## config.mk

```make
export PLATFORM = sky130hd
export DESIGN_NAME = pc_btb_unit
export DESIGN_NICKNAME = d
export VERILOG_FILES = /design/src/rtl/pc_btb_unit_pkg.sv /design/src/rtl/pc_btb_unit_btb_array.sv /design/src/rtl/pc_btb_unit.sv
export SDC_FILE = /design/constraint.sdc
export NUM_CORES = 1
export LEC_CHECK = 0
export BUFFER_PORTS_ARGS = -buffer_cell sky130_fd_sc_hd__buf_2
export CORE_MARGIN = 10
export CORE_UTILIZATION = 55
export CTS_CLUSTER_DIAMETER = 150
export DETAILED_ROUTE_END_ITERATION = 8
export MAX_ROUTING_LAYER = met4
export PLACE_DENSITY = 0.74
export SLEW_MARGIN = 15
export SYNTH_ARGS = -nofsm -noshare
export SYNTH_HDL_FRONTEND = slang
export SYNTH_SLANG_ARGS = --single-unit
```

## constraint.sdc

```tcl
create_clock -name clk_i -period 15.9 [get_ports clk_i]
set_input_delay 3.18 -clock clk_i [delete_from_list [all_inputs] [get_ports clk_i]]
set_output_delay 3.18 -clock clk_i [all_outputs]
set_load 0.05 [all_outputs]
```

## src/rtl/pc_btb_unit_pkg.sv

```systemverilog
// pc_btb_unit_pkg
//   Shared constants and helpers for the fetch PC / BTB block.
//   - ADDR_W_DEF / START_ADDR_DEF : default memory width and reset PC
//   - CTR_MAX_W                   : widest direction counter the helpers handle
//   - weak_taken(width)           : weakly-taken counter init (MSB set, rest 0)
//   - sat_inc_dec(ctr, up, width) : saturating +1/-1 within [0, 2^width-1]
package pc_btb_unit_pkg;

    localparam int ADDR_W_DEF     = 10;
    localparam int START_ADDR_DEF = 0;
    localparam int CTR_MAX_W      = 16;

    localparam int CTR_W_DEF = 2;

    function automatic logic [CTR_MAX_W-1:0] weak_taken(input int unsigned width);
        return CTR_MAX_W'(1) << (width - 1);
    endfunction

    localparam logic [CTR_MAX_W-1:0] WEAK_TAKEN_DEF = weak_taken(CTR_W_DEF);

    function automatic logic [CTR_MAX_W-1:0] sat_inc_dec(input logic [CTR_MAX_W-1:0] ctr,
                                                         input logic                 up,
                                                         input int unsigned          width);
        logic [CTR_MAX_W-1:0] max_v;
        // At width == CTR_MAX_W the shift wraps to 0 and the -1 yields all ones.
        max_v = (CTR_MAX_W'(1) << width) - CTR_MAX_W'(1);
        if (up) return (ctr == max_v) ? ctr : ctr + CTR_MAX_W'(1);
        else    return (ctr == '0)    ? ctr : ctr - CTR_MAX_W'(1);
    endfunction

endpackage

```

## src/rtl/pc_btb_unit_btb_array.sv

```systemverilog
// btb_array
//   Direct-mapped BTB storage: valid/tag/target/direction-counter per entry.
//   Ports:
//     clk_i, rst_i        clock, async active-high reset (clears everything)
//     rd_pc_i             lookup PC; hit_o/taken_o/target_o are combinational
//                         and reflect the stored (pre-update) contents
//     wr_en_i             apply a resolved-branch update this edge
//     wr_pc_i, wr_taken_i, wr_target_i   update payload
//     flush_i             invalidate all entries; wins over wr_en_i
module btb_array
    import pc_btb_unit_pkg::*;
#(
    parameter int ADDR_W = ADDR_W_DEF,
    parameter int DEPTH  = 16,
    parameter int CTR_W  = 2
) (
    input  logic              clk_i,
    input  logic              rst_i,
    input  logic [ADDR_W-1:0] rd_pc_i,
    output logic              hit_o,
    output logic              taken_o,
    output logic [ADDR_W-1:0] target_o,
    input  logic              wr_en_i,
    input  logic [ADDR_W-1:0] wr_pc_i,
    input  logic              wr_taken_i,
    input  logic [ADDR_W-1:0] wr_target_i,
    input  logic              flush_i
);

    localparam int IDX_W = $clog2(DEPTH);
    localparam int TAG_W = ADDR_W - IDX_W;
    localparam logic [CTR_W-1:0] CTR_INIT = CTR_W'(weak_taken(CTR_W));

    logic [DEPTH-1:0]             valid_q, valid_d;
    logic [DEPTH-1:0][TAG_W-1:0]  tag_q,   tag_d;
    logic [DEPTH-1:0][ADDR_W-1:0] tgt_q,   tgt_d;
    logic [DEPTH-1:0][CTR_W-1:0]  ctr_q,   ctr_d;

    logic [IDX_W-1:0] rd_idx, wr_idx;
    logic [TAG_W-1:0] rd_tag, wr_tag;
    logic             wr_hit;

    assign rd_idx = rd_pc_i[IDX_W-1:0];
    assign rd_tag = rd_pc_i[ADDR_W-1:IDX_W];
    assign wr_idx = wr_pc_i[IDX_W-1:0];
    assign wr_tag = wr_pc_i[ADDR_W-1:IDX_W];

    assign hit_o    = valid_q[rd_idx] && (tag_q[rd_idx] == rd_tag);
    assign taken_o  = hit_o && ctr_q[rd_idx][CTR_W-1];
    assign target_o = hit_o ? tgt_q[rd_idx] : '0;

    assign wr_hit = valid_q[wr_idx] && (tag_q[wr_idx] == wr_tag);

    always_comb begin
        valid_d = valid_q;
        tag_d   = tag_q;
        tgt_d   = tgt_q;
        ctr_d   = ctr_q;
        if (flush_i) begin
            // Only valid is cleared; stale tag/target/counter are masked by it.
            valid_d = '0;
        end else if (wr_en_i) begin
            if (wr_hit) begin
                ctr_d[wr_idx] = CTR_W'(sat_inc_dec(CTR_MAX_W'(ctr_q[wr_idx]), wr_taken_i, CTR_W));
                if (wr_taken_i) tgt_d[wr_idx] = wr_target_i;
            end else if (wr_taken_i) begin
                // Taken miss allocates, evicting whatever aliased into this slot.
                valid_d[wr_idx] = 1'b1;
                tag_d[wr_idx]   = wr_tag;
                tgt_d[wr_idx]   = wr_target_i;
                ctr_d[wr_idx]   = CTR_INIT;
            end
        end
    end

    always_ff @(posedge clk_i or posedge rst_i) begin
        if (rst_i) begin
            valid_q <= '0;
            tag_q   <= '0;
            tgt_q   <= '0;
            ctr_q   <= '0;
        end else begin
            valid_q <= valid_d;
            tag_q   <= tag_d;
            tgt_q   <= tgt_d;
            ctr_q   <= ctr_d;
        end
    end

endmodule

```

## src/rtl/pc_btb_unit.sv

```systemverilog
// pc_btb_unit
//   IF-stage fetch PC register with direct-mapped BTB prediction.
//   Next PC priority: redirect > stall > predicted-taken > sequential.
//   Ports:
//     clk_i, rst_i            clock, async active-high reset
//     en_i                    global enable; all state holds when low
//     stall_i                 hold PC
//     redirect_i/_pc_i        recovery PC from EX (overrides stall)
//     upd_valid_i, upd_pc_i, upd_taken_i, upd_target_i   resolved branch
//     flush_btb_i             invalidate all BTB entries
//     pc_o, pc_seq_o          fetch PC and pc+1 (wrapping)
//     pred_hit_o, pred_taken_o, pred_target_o   combinational lookup of pc_o
//     lookup_cnt_o            saturating count of en & !stall cycles
//     mispredict_cnt_o        saturating count of en & redirect cycles
module pc_btb_unit
    import pc_btb_unit_pkg::*;
#(
    parameter int                ADDR_W     = ADDR_W_DEF,
    parameter int                BTB_DEPTH  = 16,
    parameter int                CTR_W      = 2,
    parameter logic [ADDR_W-1:0] START_ADDR = ADDR_W'(START_ADDR_DEF),
    parameter int                PERF_W     = 32
) (
    input  logic              clk_i,
    input  logic              rst_i,
    input  logic              en_i,
    input  logic              stall_i,
    input  logic              redirect_i,
    input  logic [ADDR_W-1:0] redirect_pc_i,
    input  logic              upd_valid_i,
    input  logic [ADDR_W-1:0] upd_pc_i,
    input  logic              upd_taken_i,
    input  logic [ADDR_W-1:0] upd_target_i,
    input  logic              flush_btb_i,
    output logic [ADDR_W-1:0] pc_o,
    output logic [ADDR_W-1:0] pc_seq_o,
    output logic              pred_hit_o,
    output logic              pred_taken_o,
    output logic [ADDR_W-1:0] pred_target_o,
    output logic [PERF_W-1:0] lookup_cnt_o,
    output logic [PERF_W-1:0] mispredict_cnt_o
);

    logic [ADDR_W-1:0] pc_q, pc_d;
    logic [PERF_W-1:0] lookup_cnt_q, lookup_cnt_d;
    logic [PERF_W-1:0] mispred_cnt_q, mispred_cnt_d;

    btb_array #(
        .ADDR_W (ADDR_W),
        .DEPTH  (BTB_DEPTH),
        .CTR_W  (CTR_W)
    ) u_btb (
        .clk_i       (clk_i),
        .rst_i       (rst_i),
        .rd_pc_i     (pc_q),
        .hit_o       (pred_hit_o),
        .taken_o     (pred_taken_o),
        .target_o    (pred_target_o),
        .wr_en_i     (en_i & upd_valid_i),
        .wr_pc_i     (upd_pc_i),
        .wr_taken_i  (upd_taken_i),
        .wr_target_i (upd_target_i),
        .flush_i     (en_i & flush_btb_i)
    );

    assign pc_o             = pc_q;
    assign pc_seq_o         = pc_q + ADDR_W'(1);
    assign lookup_cnt_o     = lookup_cnt_q;
    assign mispredict_cnt_o = mispred_cnt_q;

    always_comb begin
        pc_d          = pc_q;
        lookup_cnt_d  = lookup_cnt_q;
        mispred_cnt_d = mispred_cnt_q;
        if (en_i) begin
            if (redirect_i)        pc_d = redirect_pc_i;
            else if (stall_i)      pc_d = pc_q;
            else if (pred_taken_o) pc_d = pred_target_o;
            else                   pc_d = pc_seq_o;

            if (!stall_i && (lookup_cnt_q != '1))
                lookup_cnt_d = lookup_cnt_q + PERF_W'(1);
            if (redirect_i && (mispred_cnt_q != '1))
                mispred_cnt_d = mispred_cnt_q + PERF_W'(1);
        end
    end

    always_ff @(posedge clk_i or posedge rst_i) begin
        if (rst_i) begin
            pc_q          <= START_ADDR;
            lookup_cnt_q  <= '0;
            mispred_cnt_q <= '0;
        end else begin
            pc_q          <= pc_d;
            lookup_cnt_q  <= lookup_cnt_d;
            mispred_cnt_q <= mispred_cnt_d;
        end
    end

endmodule

```

# Word level (Yosys, flattened, before mapping)
# Index checks and enable logic that the tools add are counted.
word_totals:
  regBits: 378
  inputBits: 38
  out_inout_bits: 96
  word_cells: 134
op_classes:
  add_sub_neg: 5
  n_lt_le_gt_ge: 3
  n_eq_ne: 7
  n_mux: 41
  n_bitwise: 8
  n_reduce_logical: 18
ops:
  columns: ["op", "n"]
  rows:
  - ["bitwise mux 160 bit", 1]
  - ["bitwise mux 96 bit", 1]
  - ["adder 32 x 1 -> 32 bit, second input constant", 2]
  - ["two-way mux 16 bit", 4]
  - ["two-way mux 32 bit", 2]
  - ["inequality test 32 bit, second input constant", 2]
  - ["two-way mux 10 bit", 6]
  - ["binary-select mux 6 bit (select 4 bit)", 2]
  - ["binary-select mux 10 bit (select 4 bit)", 1]
  - ["demux 10 bit (select 4 bit)", 1]
  - ["bitwise mux 32 bit", 1]
  - ["OR 16 bit", 2]
  - ["demux 6 bit (select 4 bit)", 1]
  - ["two-way mux 2 bit", 9]
  - ["two-way mux 6 bit", 3]
  - ["AND 16 bit", 1]
  - ["binary-select mux 2 bit (select 4 bit)", 2]
  - ["inverter 16 bit", 1]
  - ["== test 6 bit", 2]
  - ["adder 10 x 1 -> 10 bit, second input constant", 1]
  - ["less-than comparator 4 x 5 -> 1 bit, second input constant", 2]
  - ["AND reduction 3 bit", 3]
  - ["binary-select mux 1 bit (select 4 bit)", 2]
  - ["demux 2 bit (select 4 bit)", 1]
  - ["other kinds (15)", 29]

# Logic depth before layout (Yosys ltp)
logic_depth:
  depth_word: 10
  mapped_depth: 12
  ltp_nobuf: 8

# Hierarchy
# From an unflattened synthesis, not the netlist that was laid out.
unflattened:
  hier_cells: 1490
  hier_area_um2: 19583.8
modules_own_cells:
  columns: ["module", "instances", "cells_per_inst", "area_each_um2", "seq_area_each_um2"]
  rows:
  - ["btb_array", 1, 1115, 15713.8, 7607.3]
  - ["pc_btb_unit", 1, 375, 3870.0, 1851.8]

# Worst setup path before layout
# No wires, ideal clock.
synth_timing:
  path_kind: "register to output"
  from: "register pc_q[1] (netlist: pc_o[1])"
  to: "output port pred_target_o[1]"
  arrival_ns: 3.764
  required_ns: 12.720
  setup_slack_ns: 8.956
  stages_incl_launch_ff: 12
  path_buffers: 4
  cell_sequence: "dfrtp_1 -> buf_2 -> buf_1 -> buf_2 -> mux4_2 -> mux2i_1 -> mux2i_1 -> xnor2_1 -> and4_1 -> nand4b_1 -> clkbuf_1 -> nor2_1"
synth_via:
  elab_chain_cells: 5
  elab_cells_between_ends: 9
  cone_classes: "eq/ne (1); mux (7); reduce/logical (1)"
synth_lines:
  columns: ["element", "line_no", "rtl"]
  rows:
  - ["from (decl)", "pc_btb_unit.sv:44", "logic [ADDR_W-1:0] pc_q, pc_d;"]
  - ["from (signal assigned)", "pc_btb_unit.sv:94", "pc_q <= pc_d;"]
  - ["binary-select mux 6 bit (select 4 bit)", "pc_btb_unit_btb_array.sv:48", "assign hit_o = valid_q[rd_idx] && (tag_q[rd_idx] == rd_tag);"]
  - ["two-way mux 6 bit (not written as such)", "pc_btb_unit_btb_array.sv:48", null]
  - ["== test 6 bit", "pc_btb_unit_btb_array.sv:48", null]
  - ["logical AND 1 bit", "pc_btb_unit_btb_array.sv:48", null]
  - ["two-way mux 10 bit *", "pc_btb_unit_btb_array.sv:50", "assign target_o = hit_o ? tgt_q[rd_idx] : '0;"]
  - ["to (decl)", "pc_btb_unit.sv:39", "output logic [ADDR_W-1:0] pred_target_o,"]
# Mark *: on every way between the ends. The rest lies on a longest branch, timed or not. The select of a mux whose other input is x is not followed.

# Worst setup path in the final report
layout_timing:
  from: "register pc_q[1] (netlist: pc_o[1])"
  to: "output port pred_target_o[8]"
# Same word-level chain as after synthesis.

==> flow_metrics.tcl <==
set metrics [dict create \
    drt-vias-per-instance 6.49 \
    wl_per_cell_um 24.9 \
    avgSynthCellArea_um2 12.4 \
    cp.arrival_ns 4.59 \
    synth-adder-area-share_pct 0.293 \
    syn-cell-area_um2 19700 \
    pre_cts_slack_ns 8.70 \
    critPathLaunchType "register" \
    core_area_um2 35400 \
    placementRows 69 \
    synth_top_family_by_area "multiplexers" \
    cts-resized-gates 0 \
    numClockSinks 378 \
    synth.most_common_cell "dfrtp_1" \
    fp.dieW_um 209 \
    drtIter0Drc 1417 \
    drive_gt1_share_pct 35.4 \
    io_buffers 133 \
    tns_ns 0 \
    antenna_found_initial 1 \
    syn-num-nets 1626 \
    clock_skew_ns 0.0120 \
    synthDistinctLibCells 65 \
    finalWorstSetupSlack_ns 8.13 \
    die_area_um2 43700 \
    min_path_type "reg -> reg" \
    hold_viol_final 0 \
    status "finished, final reports clean" \
    syn2layout_area_growth_pct 11.5 \
    required_ns 12.72 \
    synthSimpleGateAreaFrac_pct 8.83 \
    holdWs_ns 0.486 \
    peakVddDrop_mv 0.0907 \
    ys_seq_elements 378 \
    dr.max_layer_used "met4" \
    synth_xor_area_share_pct 3.65 \
    initial_core_util_pct 55.5 \
    route.met3.wl_mm 4.57 \
    synth_top_area_cell "dfrtp_1" \
    synth_edf_count 0 \
    critPathMaxFanout 43 \
    grt_pass1_wl_mm 84.1 \
    cp_common_cell "mux4_2" \
    synth_mux_area_share_pct 28.6 \
    crit_buf_inv 2 \
    tightest_slew_ns 1.10 \
    first_pass_iters 7 \
    ys.flop_type "dfrtp_1" \
    routed-via-count 14000 \
    dp_hpwl_mm 35.9 \
    end_kind "primary output" \
    clock_path_buffers 3 \
    setup_viol 0 \
    max_freq_mhz 129 \
    crit_slowest_cell "buf_4" \
    clk_pin_slew_worst_paths_ns 0.06 \
    ys_seq_area_share_pct 48.1 \
    crit_family "multiplexers" \
    yosys-top-cells-area "dfrtp_1, mux2_2, mux4_2" \
    clk-insertion-delay-late_ns 0.55 \
    rsz0062_at_grt "no" \
    slew_viol_final 0 \
    leakage_nw 10.4 \
    final.min_clock_period_ns 7.77 \
    max_slew_margin_pct 26.9 \
    cts_tree "yes" \
    finalPower_w 0.00252 \
    htree_levels 2 \
    synthCells 1585 \
    nets 1708 \
    crit_path_cell_trace "buf_4 -> mux4_2 -> mux4_2 -> xnor2_1 -> and4_1 -> nand4b_1 -> nor2_1 -> buf_2" \
    drcViolationCount 0 \
    grt_pass1_vias 14100 \
    ys_async_sr_fraction_pct 100 \
    m1WireLength_mm 22.2 \
    post_cts_buffers 0 \
    synth_compound_area_share_pct 6.70 \
    io_pins 134 \
    slowest_delay_ns 0.67 \
    num-fill-cells 2738 \
    overflow 0 \
    post-route-util_pct 61.9 \
    grt_max_degree 91 \
    synth_common_cells "dfrtp_1, mux2_2, nand2_1" \
    root_buffer "clkbuf_16" \
    routed_wl_mm 53.8 \
    die_h_um 209 \
    drv_cap 0 \
    gp_congestion 0.960 \
    power_density_nw_per_um2 115 \
    cts-buffers-inserted 41 \
    hold_buffers 0 \
    worstSetupPathType "reg -> out" \
    synth.top_cell.area_share_pct 48.1 \
    finalCritPeriodShare_pct 48.9 \
    dr_wl_met2_mm 25.3 \
    ant_nets 0 \
    grt_usage_pct 24.9 \
    ys_warn_count 0 \
]
## sequential cells by signal, summed over array words and instances, names as in the netlist
| signal | cells |
|---|---|
| lookup_cnt_o | 32 |
| mispredict_cnt_o | 32 |
| u_btb.tgt_q | 160 |
| u_btb.valid_q | 16 |
| pc_o | 10 |
| u_btb.tag_q | 96 |
| u_btb.ctr_q | 32 |
## power breakdown
group / switching (W) / internal, W / total, W
clock network: 0.000392 / 0.000548 / 0.000940
registers: 0.0000781 / 0.00104 / 0.00111
logic: 0.000290 / 0.000174 / 0.000464
total: 0.000760 / 0.00176 / 0.00252
## final timing paths
kind	startpoint	endpoint	slack (ns)	cells after the start
max in group asynchronous	rst_i	u_btb.tag_q[39]	10.81	4
hold reg to reg	lookup_cnt_o[18]	lookup_cnt_o[18]	0.49	1
hold / removal	lookup_cnt_o[18]	lookup_cnt_o[18]	0.49	1
min in group asynchronous	rst_i	u_btb.tag_q[50]	2.73	2
setup / recovery	pc_o[1]	pred_target_o[8]	8.13	8
setup reg to reg	pc_o[1]	pc_o[2]	11.79	7
## stage by stage
step	area, um2	cells
after CTS	21900	2159
final	21900	2160
after detailed placement	20600	2085
after floorplan	19700	1585
after global placement	20600	2085
after global routing	21900	2159
## placed cells by master (no fill, tap or decap), drive strengths merged, types with 8 or more instances in the layout
cell,netlist,layout
and2,10,10
or4,8,8
buf,44,154
nand2,104,104
mux2,260,260
o311ai,8,8
dfrtp,378,378
inv,66,67
and3,24,24
nor2b,9,9
a221oi,15,15
xor2,37,37
o22ai,17,17
xnor2,45,45
nor2,78,78
nand4,18,18
nand3,50,50
o31ai,15,15
a21oi,28,28
o211ai,8,8
a31o,11,11
and4,9,9
mux2i,71,71
mux4,88,88
clkbuf,71,65
o221ai,16,16
nor3,28,28
## kinds of logic (layout without fill, tap and decap cells)
kind of cell | count (synthesis) | in the layout
compound gates | 162 | 162
simple gates | 358 | 358
xor+xnor | 82 | 82
fa+ha+maj | 5 | 5
other cells | 0 | 1
mux | 419 | 419
flops | 378 | 378
buf+inv | 181 | 294
## per-layer routing
metal / track usage, % / vias up
li1: - / 6000
met2: 38.1 / 659
met4: 8.41 / 0
met5: - / -
met3: 4.53 / 114
met1: 33.0 / 7237
## worst register-to-register path, cell delays in order, from the launching register on
cell and delay (ns):
dfrtp_2 0.66, buf_4 0.67, mux4_2 0.65, mux4_2 0.53, xnor2_1 0.19, nand4_1 0.52
or4_1 0.69, o211ai_1 0.11
## area by class of cell
| cell class | instances | area (um2) | area share, % |
|---|---|---|---|
| timing repair buffer | 154 | 823 | 3.76 |
| clock inverter | 9 | 96.3 | 0.440 |
| antenna | 1 | 2.50 | 0.0114 |
| tap | 461 | 577 | 2.63 |
| clock buffer | 65 | 1230 | 5.60 |
| sequential | 378 | 9470 | 43.2 |
| multi-input combinational | 1026 | 9460 | 43.2 |
| inverter | 66 | 255 | 1.17 |
No activity file was read; power rests on OpenSTA's default activity.
